--- src/rtl/ha_array_seq_accum.sv ---
`default_nettype none
// +--------------------------------------------------------------------------+
// | ha_array_seq_accum: reduces the four HA-array rows into a PW-bit product  |
// | one row per cycle. Optional row skipping: define HA_SEQ_ROW_SKIP_EN.      |
// | Revision: 1.0                                                             |
// +--------------------------------------------------------------------------+
module ha_array_seq_accum #(
   parameter int NROWS = 4,
   parameter int PW    = 16
) (
   input  logic          clk,
   input  logic          rst_n,
   input  logic          in_valid,
   output logic          in_ready,
   input  logic [7:0]    x,
   input  logic [7:0]    y,
   output logic [7:0]    arr_x,
   output logic [7:0]    arr_y,
   input  logic [8:0]    ha_array_0_t,
   input  logic [8:0]    ha_array_1_t,
   input  logic [8:0]    ha_array_2_t,
   input  logic [8:0]    ha_array_3_t,
   input  logic [6:0]    ha_array_0_b,
   input  logic [6:0]    ha_array_1_b,
   input  logic [6:0]    ha_array_2_b,
   input  logic [6:0]    ha_array_3_b,
   output logic          out_valid,
   input  logic          out_ready,
   output logic [PW-1:0] product,
   output logic          busy
);
   localparam int CW = $clog2(NROWS);

   typedef enum logic [1:0] {
      IDLE = 2'd0,
      ACC  = 2'd1,
      DONE = 2'd2
   } state_t;

   state_t          state_q, state_d;
   logic [CW-1:0]   cnt_q, cnt_d;
   logic [PW-1:0]   acc_q, acc_d;
   logic [PW-1:0]   product_q, product_d;
   logic [7:0]      arr_x_q, arr_x_d;
   logic [7:0]      arr_y_q, arr_y_d;
   logic            out_valid_q, out_valid_d;

   logic [8:0]      row_t [NROWS];
   logic [6:0]      row_b [NROWS];
   logic [PW-1:0]   rowval;
   logic [PW-1:0]   contrib;
   logic [CW-1:0]   first_row;
   logic [CW-1:0]   next_row;
   logic            row_en;
   logic            last_row;
   logic            accept;

   assign row_t[0] = ha_array_0_t;
   assign row_t[1] = ha_array_1_t;
   assign row_t[2] = ha_array_2_t;
   assign row_t[3] = ha_array_3_t;
   assign row_b[0] = ha_array_0_b;
   assign row_b[1] = ha_array_1_b;
   assign row_b[2] = ha_array_2_b;
   assign row_b[3] = ha_array_3_b;

   assign accept  = (state_q == IDLE) && in_valid;
   assign rowval  = PW'(row_t[cnt_q]) + (PW'(row_b[cnt_q]) << 2);
   assign contrib = row_en ? (rowval << {cnt_q, 1'b0}) : '0;

`ifdef HA_SEQ_ROW_SKIP_EN
   logic [NROWS-1:0] mask_q, mask_d;
   logic [NROWS-1:0] mask_in;
   logic             has_next;

   // Row r only carries partial products when x[2r+1:2r] is non-zero.
   always_comb begin
      mask_in   = '0;
      first_row = '0;
      next_row  = cnt_q;
      has_next  = 1'b0;
      for (int r = NROWS - 1; r >= 0; r--) begin
         mask_in[r] = |x[2*r +: 2];
         if (mask_in[r]) begin
            first_row = CW'(r);
         end
         if (mask_q[r] && (CW'(r) > cnt_q)) begin
            next_row = CW'(r);
            has_next = 1'b1;
         end
      end
   end

   // An all-zero mask still spends one ACC cycle with a gated contribution.
   assign row_en   = mask_q[cnt_q];
   assign last_row = !has_next;
   assign mask_d   = accept ? mask_in : mask_q;

   always_ff @(posedge clk or negedge rst_n) begin
      if (!rst_n) begin
         mask_q <= '0;
      end else begin
         mask_q <= mask_d;
      end
   end
`else
   assign first_row = '0;
   assign next_row  = cnt_q + CW'(1);
   assign row_en    = 1'b1;
   assign last_row  = (cnt_q == CW'(NROWS - 1));
`endif

   always_comb begin
      state_d     = state_q;
      cnt_d       = cnt_q;
      acc_d       = acc_q;
      product_d   = product_q;
      arr_x_d     = arr_x_q;
      arr_y_d     = arr_y_q;
      out_valid_d = out_valid_q;
      case (state_q)
         IDLE: begin
            if (accept) begin
               arr_x_d = x;
               arr_y_d = y;
               acc_d   = '0;
               cnt_d   = first_row;
               state_d = ACC;
            end
         end
         ACC: begin
            acc_d = acc_q + contrib;
            cnt_d = next_row;
            if (last_row) begin
               product_d   = acc_q + contrib;
               out_valid_d = 1'b1;
               state_d     = DONE;
            end
         end
         DONE: begin
            if (out_ready) begin
               out_valid_d = 1'b0;
               state_d     = IDLE;
            end
         end
         default: begin
            state_d = IDLE;
         end
      endcase
   end

   always_ff @(posedge clk or negedge rst_n) begin
      if (!rst_n) begin
         state_q     <= IDLE;
         cnt_q       <= '0;
         acc_q       <= '0;
         product_q   <= '0;
         arr_x_q     <= '0;
         arr_y_q     <= '0;
         out_valid_q <= 1'b0;
      end else begin
         state_q     <= state_d;
         cnt_q       <= cnt_d;
         acc_q       <= acc_d;
         product_q   <= product_d;
         arr_x_q     <= arr_x_d;
         arr_y_q     <= arr_y_d;
         out_valid_q <= out_valid_d;
      end
   end

   assign in_ready  = (state_q == IDLE);
   assign busy      = (state_q != IDLE);
   assign out_valid = out_valid_q;
   assign product   = product_q;
   assign arr_x     = arr_x_q;
   assign arr_y     = arr_y_q;

endmodule
`default_nettype wire

--- config.mk ---
export PLATFORM = sky130hd
export DESIGN_NAME = ha_array_seq_accum
export DESIGN_NICKNAME = d
export VERILOG_FILES = /design/src/rtl/ha_array_seq_accum.sv
export SDC_FILE = /design/constraint.sdc
export NUM_CORES = 1
export LEC_CHECK = 0
export ABC_AREA = 1
export CAP_MARGIN = 25
export CELL_PAD_IN_SITES_DETAIL_PLACEMENT = 0
export CELL_PAD_IN_SITES_GLOBAL_PLACEMENT = 1
export CORE_MARGIN = 2
export CORE_UTILIZATION = 33
export DETAILED_ROUTE_END_ITERATION = 10
export PLACE_DENSITY_LB_ADDON = 0.05
export SYNTH_ARGS = -nofsm -noshare
export SYNTH_HDL_FRONTEND = slang
export SYNTH_SLANG_ARGS = --single-unit
--- constraint.sdc ---
create_clock -name clk -period 4.6 [get_ports clk]
set_input_delay 0.92 -clock clk [delete_from_list [all_inputs] [get_ports clk]]
set_output_delay 0.92 -clock clk [all_outputs]
set_load 0.005 [all_outputs]
==> results of run 1 <==
==> registers in the layout (all words and copies together) (netlist names) <==
signal and cells:
acc_q 16, product 16, arr_x 8, arr_y 8
cnt_q 2, state_q 2, out_valid 1
==> critical path, stage by stage <==
cell,delay [ps]
clkdlybuf4s50_1,400
o21ai_0,150
o22ai_1,100
ha_1,230
fa_1,420
nand3_1,100
nand2_1,70
xnor2_1,140
o21ai_0,220
nand2_1,80
o21ai_1,110
ha_1,300
a21oi_1,330
nand2_1,90
nand2_1,70
nand2_1,60
a21oi_1,170
nand3_1,130
nand3_1,90
nand2_1,50
==> cells in the final DEF (no fill, tap or decap), types with 3 or more instances in the layout <==
cell type        count
clkbuf_16            5
nand2_1            173
nor2_1              52
nand4_1              7
nor3_1               3
dfrtp_1             53
o21ai_1             18
o21ai_0             46
nand3_1             40
xnor2_1              7
inv_1               33
clkdlybuf4s50_1    117
ha_1                23
a21oi_1             14
o22ai_1             15
inv_2                7
nand3b_1             4
buf_4                5
nand2_2              4
==> stage by stage <==
step / cells / setup WS [ps] / cell area, um^2
after detailed placement: 792 / 252 / 5100
after CTS: 800 / 550 / 5260
after global routing: 800 / 166 / 5260
after global placement: 792 / 301 / 5100
final: 800 / 536 / 5260
after floorplan: 547 / 1110 / 3810
==> kinds of logic (layout without fill, tap and decap cells) <==
kind of cell,count (synthesis),after routing
AO/OA/AOI/OAI,101,101
buffers and inverters,61,171
multiplexers,1,1
flip-flops,53,53
AND/OR/NAND/NOR,298,298
adder cells (fa/ha/maj),25,25
XOR/XNOR,8,8
==> how the worst max path moves through the flow <==
stage | start | end | slack, ps | cells after the start
3_5_place_dp | ha_array_2_b[0] | product[15]$_DFFE_PN0P_ | 250 | 20
2_1_floorplan | ha_array_1_b[0] | product[15]$_DFFE_PN0P_ | 1110 | 19
4_1_cts | ha_array_2_b[0] | product[15]$_DFFE_PN0P_ | 550 | 20
3_3_place_gp | ha_array_1_b[0] | product[15]$_DFFE_PN0P_ | 300 | 20
6_report | ha_array_2_b[0] | product[15]$_DFFE_PN0P_ | 540 | 20
5_1_grt | ha_array_2_b[0] | acc_q[15]$_DFFE_PN0P_ | 170 | 20
==> metal layers <==
layer	vias to the layer above	wire length [um]	part of all wire	global-route usage
li1	2026	-	-	-
met1	1785	5290	0.48	0.244
met2	107	5090	0.46	0.311
met3	8	592	0.053	0.0294
met4	0	104	0.0094	0.0354
met5	-	0	0	0
==> cell type report <==
| class | instances | area, um^2 | share of cell area |
|---|---|---|---|
| multi-input combinational | 433 | 2240 | 0.425 |
| clock buffer | 5 | 125 | 0.0238 |
| clock inverter | 3 | 28.8 | 0.00547 |
| sequential | 53 | 1330 | 0.252 |
| inverter | 40 | 150 | 0.0286 |
| timing repair buffer | 123 | 1210 | 0.231 |
| tap | 143 | 179 | 0.0340 |
==> results.sh, run 1 <==
export IMPL_cts_resized=0
export IMPL_async_flop_share=1.00
export IMPL_clock_sinks=53
export IMPL_yosysWarnings=0
export IMPL_endpoint_kind="flop"
export IMPL_rsz0062_at_grt="no"
export IMPL_setup_viol=0
export IMPL_whs_ps=484
export IMPL_synthMuxAreaShare=0.00263
export IMPL_synth_compound_area_share=0.145
export IMPL_hpwl_mm=8.14
export IMPL_holdPathStages=2
export IMPL_status="finished clean"
export IMPL_viasPerCell=4.91
export IMPL_fp_dieH_um=111
export IMPL_drc=0
export IMPL_insertion_delay_ps=290
export IMPL_synth_adder_area_share=0.0861
export IMPL_synth_net_count=656
export IMPL_area_growth_pct=38.2
export IMPL_timing_rr_start="cnt_q[0]$_DFFE_PN0P_"
export IMPL_antenna_found_initial=0
export IMPL_r2r_slack_ps=600
export IMPL_min_to="product[8]$_DFFE_PN0P_"
export IMPL_ys_seq_area_frac=0.348
export IMPL_reg2reg_depth=21
export IMPL_io_buffers=118
export IMPL_synth_seq_cells=53
export IMPL_synth_ff_type="dfrtp_1"
export IMPL_grt_pass1_wl_mm=18.7
export IMPL_drt_iter0_drc=204
export IMPL_worstPathRequired_ps=4790
export IMPL_antennaDiodeCount=0
export IMPL_netlist_top_cells_area="dfrtp_1, nand2_1, ha_1"
export IMPL_worstPathArrival_ps=4250
export IMPL_clock_root_buffer="clkbuf_16"
export IMPL_tightest_slew_ps=937
export IMPL_worst_path_max_fanout=5
export IMPL_vias=3926
export IMPL_yosys_area_top_type_share=0.348
export IMPL_syn_inst=547
export IMPL_reg2reg_to="product[15]$_DFFE_PN0P_"
export IMPL_netlist_area_um2=3810
export IMPL_cts_setup_buffers=0
export IMPL_finClkSkew_ps=6.60
export IMPL_io_pin_count=119
export IMPL_layout_drive_gt1_share=0.0533
export IMPL_grt_max_degree=54
export IMPL_synth_top_family_by_area="simple AND/OR/NAND/NOR gates"
export IMPL_synth_xor_area_share=0.0184
export IMPL_postLayoutCoreUtil=0.465
export IMPL_yosys_area_top_type="dfrtp_1"
export IMPL_hold_viol=0
export IMPL_start_util=0.336
export IMPL_setup_tns_ps=0
export IMPL_h_tree_depth=2
export IMPL_min_from="product[8]$_DFFE_PN0P_"
export IMPL_clk_pin_slew_worst_paths_ps=80
export IMPL_fillCellCount=1185
export IMPL_hp_class="flop to flop"
export IMPL_synthTopCellsByCount="nand2_1, dfrtp_1, nor2_1, o21ai_0, nand3_1"
export IMPL_gp_congestion=0.860
export IMPL_die_area_um2=12400
export IMPL_core_area_um2=11300
export IMPL_cts_hold_fix_buffers=0
export IMPL_timing_fmax_mhz=246
export IMPL_nets=765
export IMPL_yosysUniqueCellTypes=40
export IMPL_drt_wl_total_mm=11.1
export IMPL_slew_viol_final=0
export IMPL_clock_path_buffers=2
export IMPL_synth_most_common_cell="nand2_1"
export IMPL_grt_pass1_vias=3862
export IMPL_antenna_left=0
export IMPL_wl_per_cell_um=13.9
export IMPL_postSynthAreaPerCell_um2=6.96
export IMPL_cts_buffers=5
export IMPL_relSlewSlack=0.374
export IMPL_crit_type="primary input to flop"
export IMPL_cts_tree="yes"
export IMPL_overflow=0
export IMPL_period_share=0.884
export IMPL_yosys_area_share_simple=0.336
export IMPL_drt_pass1_iterations=4
export IMPL_track_usage=0.181
export IMPL_worstSetupStartpointType="primary input"
export IMPL_die_w_um=111
export IMPL_num_rows=39
export IMPL_synth_edf_count=0
export IMPL_period_needed_ps=4060
export IMPL_maxCapViolCount=0
Power of run 1 is not shown: default switching activity piles up to over one toggle a cycle in this logic, so the estimate is an artifact.
==> run 2, diff against run 1 <==
--- a/config.mk
+++ b/config.mk
@@ -12,6 +12,7 @@
 export CORE_MARGIN = 2
 export CORE_UTILIZATION = 33
 export DETAILED_ROUTE_END_ITERATION = 10
+export GPL_ROUTABILITY_DRIVEN = 1
 export PLACE_DENSITY_LB_ADDON = 0.05
 export SYNTH_ARGS = -nofsm -noshare
 export SYNTH_HDL_FRONTEND = slang
==> results of run 2 <==
No change in the layout: final DEF, timing and power equal those of run 1.
Power of run 2 is left out for the same reason.
==> run 3, diff against run 2 <==
--- a/config.mk
+++ b/config.mk
@@ -13,6 +13,7 @@
 export CORE_UTILIZATION = 33
 export DETAILED_ROUTE_END_ITERATION = 10
 export GPL_ROUTABILITY_DRIVEN = 1
+export MAX_ROUTING_LAYER = met4
 export PLACE_DENSITY_LB_ADDON = 0.05
 export SYNTH_ARGS = -nofsm -noshare
 export SYNTH_HDL_FRONTEND = slang
==> run 3 against run 2 <==
  * Non-clock buffer count is the same
  * Critical path depth is the same
  * Wire length shrank 0.18%
  * Hold slack is essentially flat
  * Design area is the same
  * Die area is the same
  * Via count shrank 0.18%
  * Sequential share of layout area is the same
  * Count of clock-buffer cells in the layout is the same
  * Largest cell class unchanged
==> results.sh, run 3 (same netlist as run 1, synthesis figures left out) <==
export IMPL_insertion_delay_ps=300
export IMPL_wl_per_cell_um=13.8
export IMPL_io_buffers=118
export IMPL_antenna_left=0
export IMPL_endpoint_kind="flop"
export IMPL_cts_tree="yes"
export IMPL_setup_viol=0
export IMPL_worstPathArrival_ps=4250
export IMPL_multiInputGateArea_um2=2240
export IMPL_antenna_found_initial=0
export IMPL_setup_tns_ps=0
export IMPL_status="finished clean"
export IMPL_layout_drive_gt1_share=0.0533
export IMPL_worstSetupStartpointType="primary input"
export IMPL_die_w_um=111
export IMPL_placed_cell_area_um2=5100
export IMPL_ff_latch_area_um2=1330
export IMPL_clock_path_buffers=2
export IMPL_maxCapViolCount=0
export IMPL_rsz0062_at_grt="no"
export IMPL_period_needed_ps=4060
export IMPL_final_area_um2=5260
export IMPL_num_rows=39
export IMPL_drt_pass1_iterations=4
export IMPL_overflow=0
export IMPL_start_util=0.336
export IMPL_hpwl_mm=8.14
export IMPL_timing_fmax_mhz=246
export IMPL_grt_pass1_vias=3867
export IMPL_slew_viol_final=0
export IMPL_drt_wl_total_mm=11.1
export IMPL_drc=0
export IMPL_pre_cts_slack_ps=252
export IMPL_cts_buffers=5
export IMPL_grt_pass1_wl_mm=18.7
export IMPL_viasPerCell=4.90
export IMPL_tightest_slew_ps=935
export IMPL_grt_max_degree=54
export IMPL_fp_dieH_um=111
export IMPL_cts_hold_fix_buffers=0
export IMPL_antennaDiodeCount=0
export IMPL_drt_iter0_drc=205
export IMPL_cts_resized=0
export IMPL_hold_viol=0
export IMPL_crit_type="primary input to flop"
export IMPL_area_growth_pct=38.2
export IMPL_clk_pin_slew_worst_paths_ps=80
export IMPL_period_share=0.882
export IMPL_worst_path_max_fanout=5
export IMPL_cts_setup_buffers=0
export IMPL_worstPathRequired_ps=4790
export IMPL_relSlewSlack=0.375
export IMPL_gp_congestion=0.874
export IMPL_layout_common_cells="nand2_1, clkdlybuf4s50_1, dfrtp_1, nor2_1, o21ai_0"
export IMPL_clock_root_buffer="clkbuf_16"
export IMPL_core_area_um2=11300
export IMPL_clock_sinks=53
export IMPL_h_tree_depth=2
export IMPL_fillCellCount=1185
export IMPL_vias=3919
export IMPL_setup_ws_ps=541
export IMPL_die_area_um2=12400
export IMPL_hp_class="flop to flop"
export IMPL_nets=765
export IMPL_layout_commonest_cell="nand2_1"
export IMPL_track_usage=0.187
export IMPL_finClkSkew_ps=7.68
export IMPL_io_pin_count=119
-- run 3: cell counts in the layout (fill, tap and decap cells not counted) --
No cell type changed its count.
-- run 3: cell type report --
| type | count | share of cell area |
|---|---|---|
| inverters | 40 | 0.0286 |
| well taps | 143 | 0.0340 |
| repair buffers | 123 | 0.231 |
| flip-flops and latches | 53 | 0.252 |
| clock buffers | 5 | 0.0238 |
| clock inverters | 3 | 0.00547 |
| multi-input cells | 433 | 0.425 |
-- run 3: metal layers --
metal  routed length, um  vias to the layer above  part of all wire  GRT usage
li1                    -                     2024                 -          -
met1                5390                     1784              0.49      0.248
met2                5100                      103              0.46      0.311
met3                 464                        8             0.042     0.0240
met4                 105                        0            0.0095     0.0354
met5                   0                        -                 0          -
-- run 3: worst max-delay path, stage by stage --
cell and delay [ps]:
clkdlybuf4s50_1 400, o21ai_0 150, o22ai_1 100, ha_1 230, fa_1 420, nand3_1 100
nand2_1 60, xnor2_1 140, o21ai_0 220, nand2_1 80, o21ai_1 110, ha_1 300
a21oi_1 330, nand2_1 90, nand2_1 70, nand2_1 60, a21oi_1 170, nand3_1 130
nand3_1 90, nand2_1 50
-- run 3: worst paths after layout --
path                            slack, ps                 endpoint              startpoint  depth (start not counted)
min in group asynchronous             770     cnt_q[0]$_DFFE_PN0P_                   rst_n                          2
worst max-delay path                  540  product[15]$_DFFE_PN0P_         ha_array_2_b[0]                         20
worst max register to register        610  product[15]$_DFFE_PN0P_    cnt_q[0]$_DFFE_PN0P_                         21
worst min register to register        480   product[8]$_DFFE_PN0P_  product[8]$_DFFE_PN0P_                          2
worst min-delay path                  480   product[8]$_DFFE_PN0P_  product[8]$_DFFE_PN0P_                          2
max in group asynchronous            3350     acc_q[6]$_DFFE_PN0P_                   rst_n                          2
-- run 3: metrics by stage --
stage,instances,util,hold slack [ps]
2_1_floorplan,547,-,456
3_3_place_gp,792,0.451,462
3_5_place_dp,792,0.451,464
4_1_cts,800,0.465,491
5_1_grt,800,0.465,508
6_report,800,0.465,484
Power of run 3 is left out for the same reason.
==> RTL change (flow settings as in run 2) <==
`PW`: 16 -> 17.
--- a/src/rtl/ha_array_seq_accum.sv
+++ b/src/rtl/ha_array_seq_accum.sv
@@ -7,5 +7,5 @@
 module ha_array_seq_accum #(
    parameter int NROWS = 4,
-   parameter int PW    = 16
+   parameter int PW    = 17
 ) (
    input  logic          clk,
Interface: changed (resized product); port bits go from 119 to 120. No check against the original RTL was run, so the function may have changed too.
==> RTL change against run 2 <==
  * Wire length grew 11%
  * Area after synthesis increased by 8.5%
  * Highest routed layer unchanged
  * Maximum frequency is 2.8% higher
  * Worst setup slack better by 0.11 ns
  * Register-to-register slack gained 0.29 ns
  * Sequential cell count rose by 2
  * Final cell count up 12%
  * Design area rose by 6.4%
  * First-iteration DRC count down 1.5%
  * Critical endpoint is now acc_q[15]
Power is left out: the tool's default activity adds up to more than one toggle a clock period on the data nets, which glitch-free logic cannot reach.
==> RTL change: results (changes against run 2) <==
[drt]
drt_iter0_drc = 201  ; -1.5%
wl_met3_um = 578  ; -2.4%
m1WireLength_mm = 5.650  ; +6.8%
wl_met2_mm = 5.948  ; +17%
vias_per_cell = 4.768  ; -2.8%
drtPass1Iterations = 4  ; unchanged
routedWlPerCell_um = 13.67  ; -1.3%
top_layer = met4

[global_route]
grt_pass1_vias = 4155  ; +7.6%
met3_usage_pct = 3.295  ; +0.36 points
global_route.usage.met1_pct = 24.19  ; -0.26 points
antenna_found_initial = 0  ; unchanged
met2_usage_pct = 33.76  ; +2.7 points
grt_max_degree = 48  ; -11%
grt_pass1_wl_mm = 20.14  ; +7.4%
gr-usage-all-layers_pct = 19.01  ; +0.87 points

[clocking]
post_cts_buffers = 0  ; unchanged
clk_path_buf_depth = 2  ; unchanged
ctsHtreeMaxLevel = 2  ; unchanged
ctsResizeCount = 0  ; unchanged
cts-root-buf = clkbuf_16
clkTransAtPathRegs_ns = 0.09
clk_latency_ns = 0.31  ; +0.02 ns
cts_buffers = 5  ; unchanged

[timing]
relSlewSlack_pct = 46.08  ; +8.7 points
finalClockSkew_ns = 0.01403  ; +0.007428 ns

[hold_path]
hp-class = flip-flop to flip-flop

[cells_and_area]
fillers = 1288  ; +8.7%
antennaDiodeCount = 0  ; unchanged
fin_nets = 840  ; +9.8%
drive_gt1_share_pct = 3.836  ; -1.5 points

[worst_setup_path]
arrival_ns = 4.17  ; -0.08 ns
path_max_fanout = 3  ; -2

[yosys]
ys_seq_area_share_pct = 33.31  ; -1.5 points
synth_warnings = 0  ; unchanged
synth.distinct_cells = 34  ; -15%
synthArstFlopShare_pct = 100.0  ; unchanged
synthTopCellsByArea = dfrtp_1 33%, nand2_1 23%, ha_1 7.6%
synth.largest_area_cell = dfrtp_1
synth_common_cells = 248 x nand2_1, 63 x inv_1, 55 x dfrtp_1, 53 x nand3_1
syn_nets = 731  ; +11%

[placement]
place_congestion = 0.8564  ; -0.45%
portBuffers = 119  ; +0.85%
preCtsSetupSlack_ns = 0.2890  ; +0.03750 ns
dp_hpwl_mm = 9.373  ; +15%

[run_status]
status = finished, final reports clean

RTL change: critical path, cell delays in order:
cell,delay [ns]
clkdlybuf4s50_1,0.39
o21ai_0,0.17
o22ai_1,0.10
ha_1,0.26
fa_1,0.43
nand4_1,0.14
nand4_1,0.12
nand2_1,0.09
nand2_1,0.08
o21ai_0,0.36
ha_1,0.32
nand2_1,0.12
inv_1,0.07
nand2_1,0.06
nand2_1,0.09
a21oi_1,0.18
nand3_1,0.12
nand3_1,0.09
nand2_1,0.05
RTL change: layout make-up:
class | instances | share of cell area, %
tap | 168 | 3.757
timing repair buffer | 124 | 21.87
clock inverter | 3 | 0.4919
multi-input combinational | 476 | 42.42
inverter | 67 | 4.629
sequential | 55 | 24.60
clock buffer | 5 | 2.236
RTL change: logic make-up after synthesis:
group	count (synthesis)	share of synthesized area, %
compound gates	75	9.934
simple gates	366	37.28
fa+ha+maj	27	8.540
xor+xnor	8	1.696
flops	55	33.31
buf+inv	89	9.237
RTL change: worst paths after layout:
kind / from / to / slack, ns / depth (start not counted)
setup reg to reg: cnt_q[0] / acc_q[15] / 0.89 / 20
hold / removal: arr_y[0] / arr_y[0] / 0.48 / 2
max in group asynchronous: rst_n / acc_q[6] / 3.10 / 2
min in group asynchronous: rst_n / arr_y[6] / 0.69 / 1
setup / recovery: ha_array_1_b[0] / acc_q[15] / 0.65 / 19
hold reg to reg: arr_y[0] / arr_y[0] / 0.48 / 2
RTL change: per-stage QoR:
stage | cells | area, µm² | util (%) | hold slack (ns)
3_3_place_gp | 890 | 5443 | 44.94 | 0.4603
6_report | 898 | 5595 | 46.20 | 0.4811
5_1_grt | 898 | 5595 | 46.20 | 0.5031
3_5_place_dp | 890 | 5443 | 44.94 | 0.4640
2_1_floorplan | 620 | 4131 | - | 0.4553
4_1_cts | 898 | 5595 | 46.20 | 0.4838
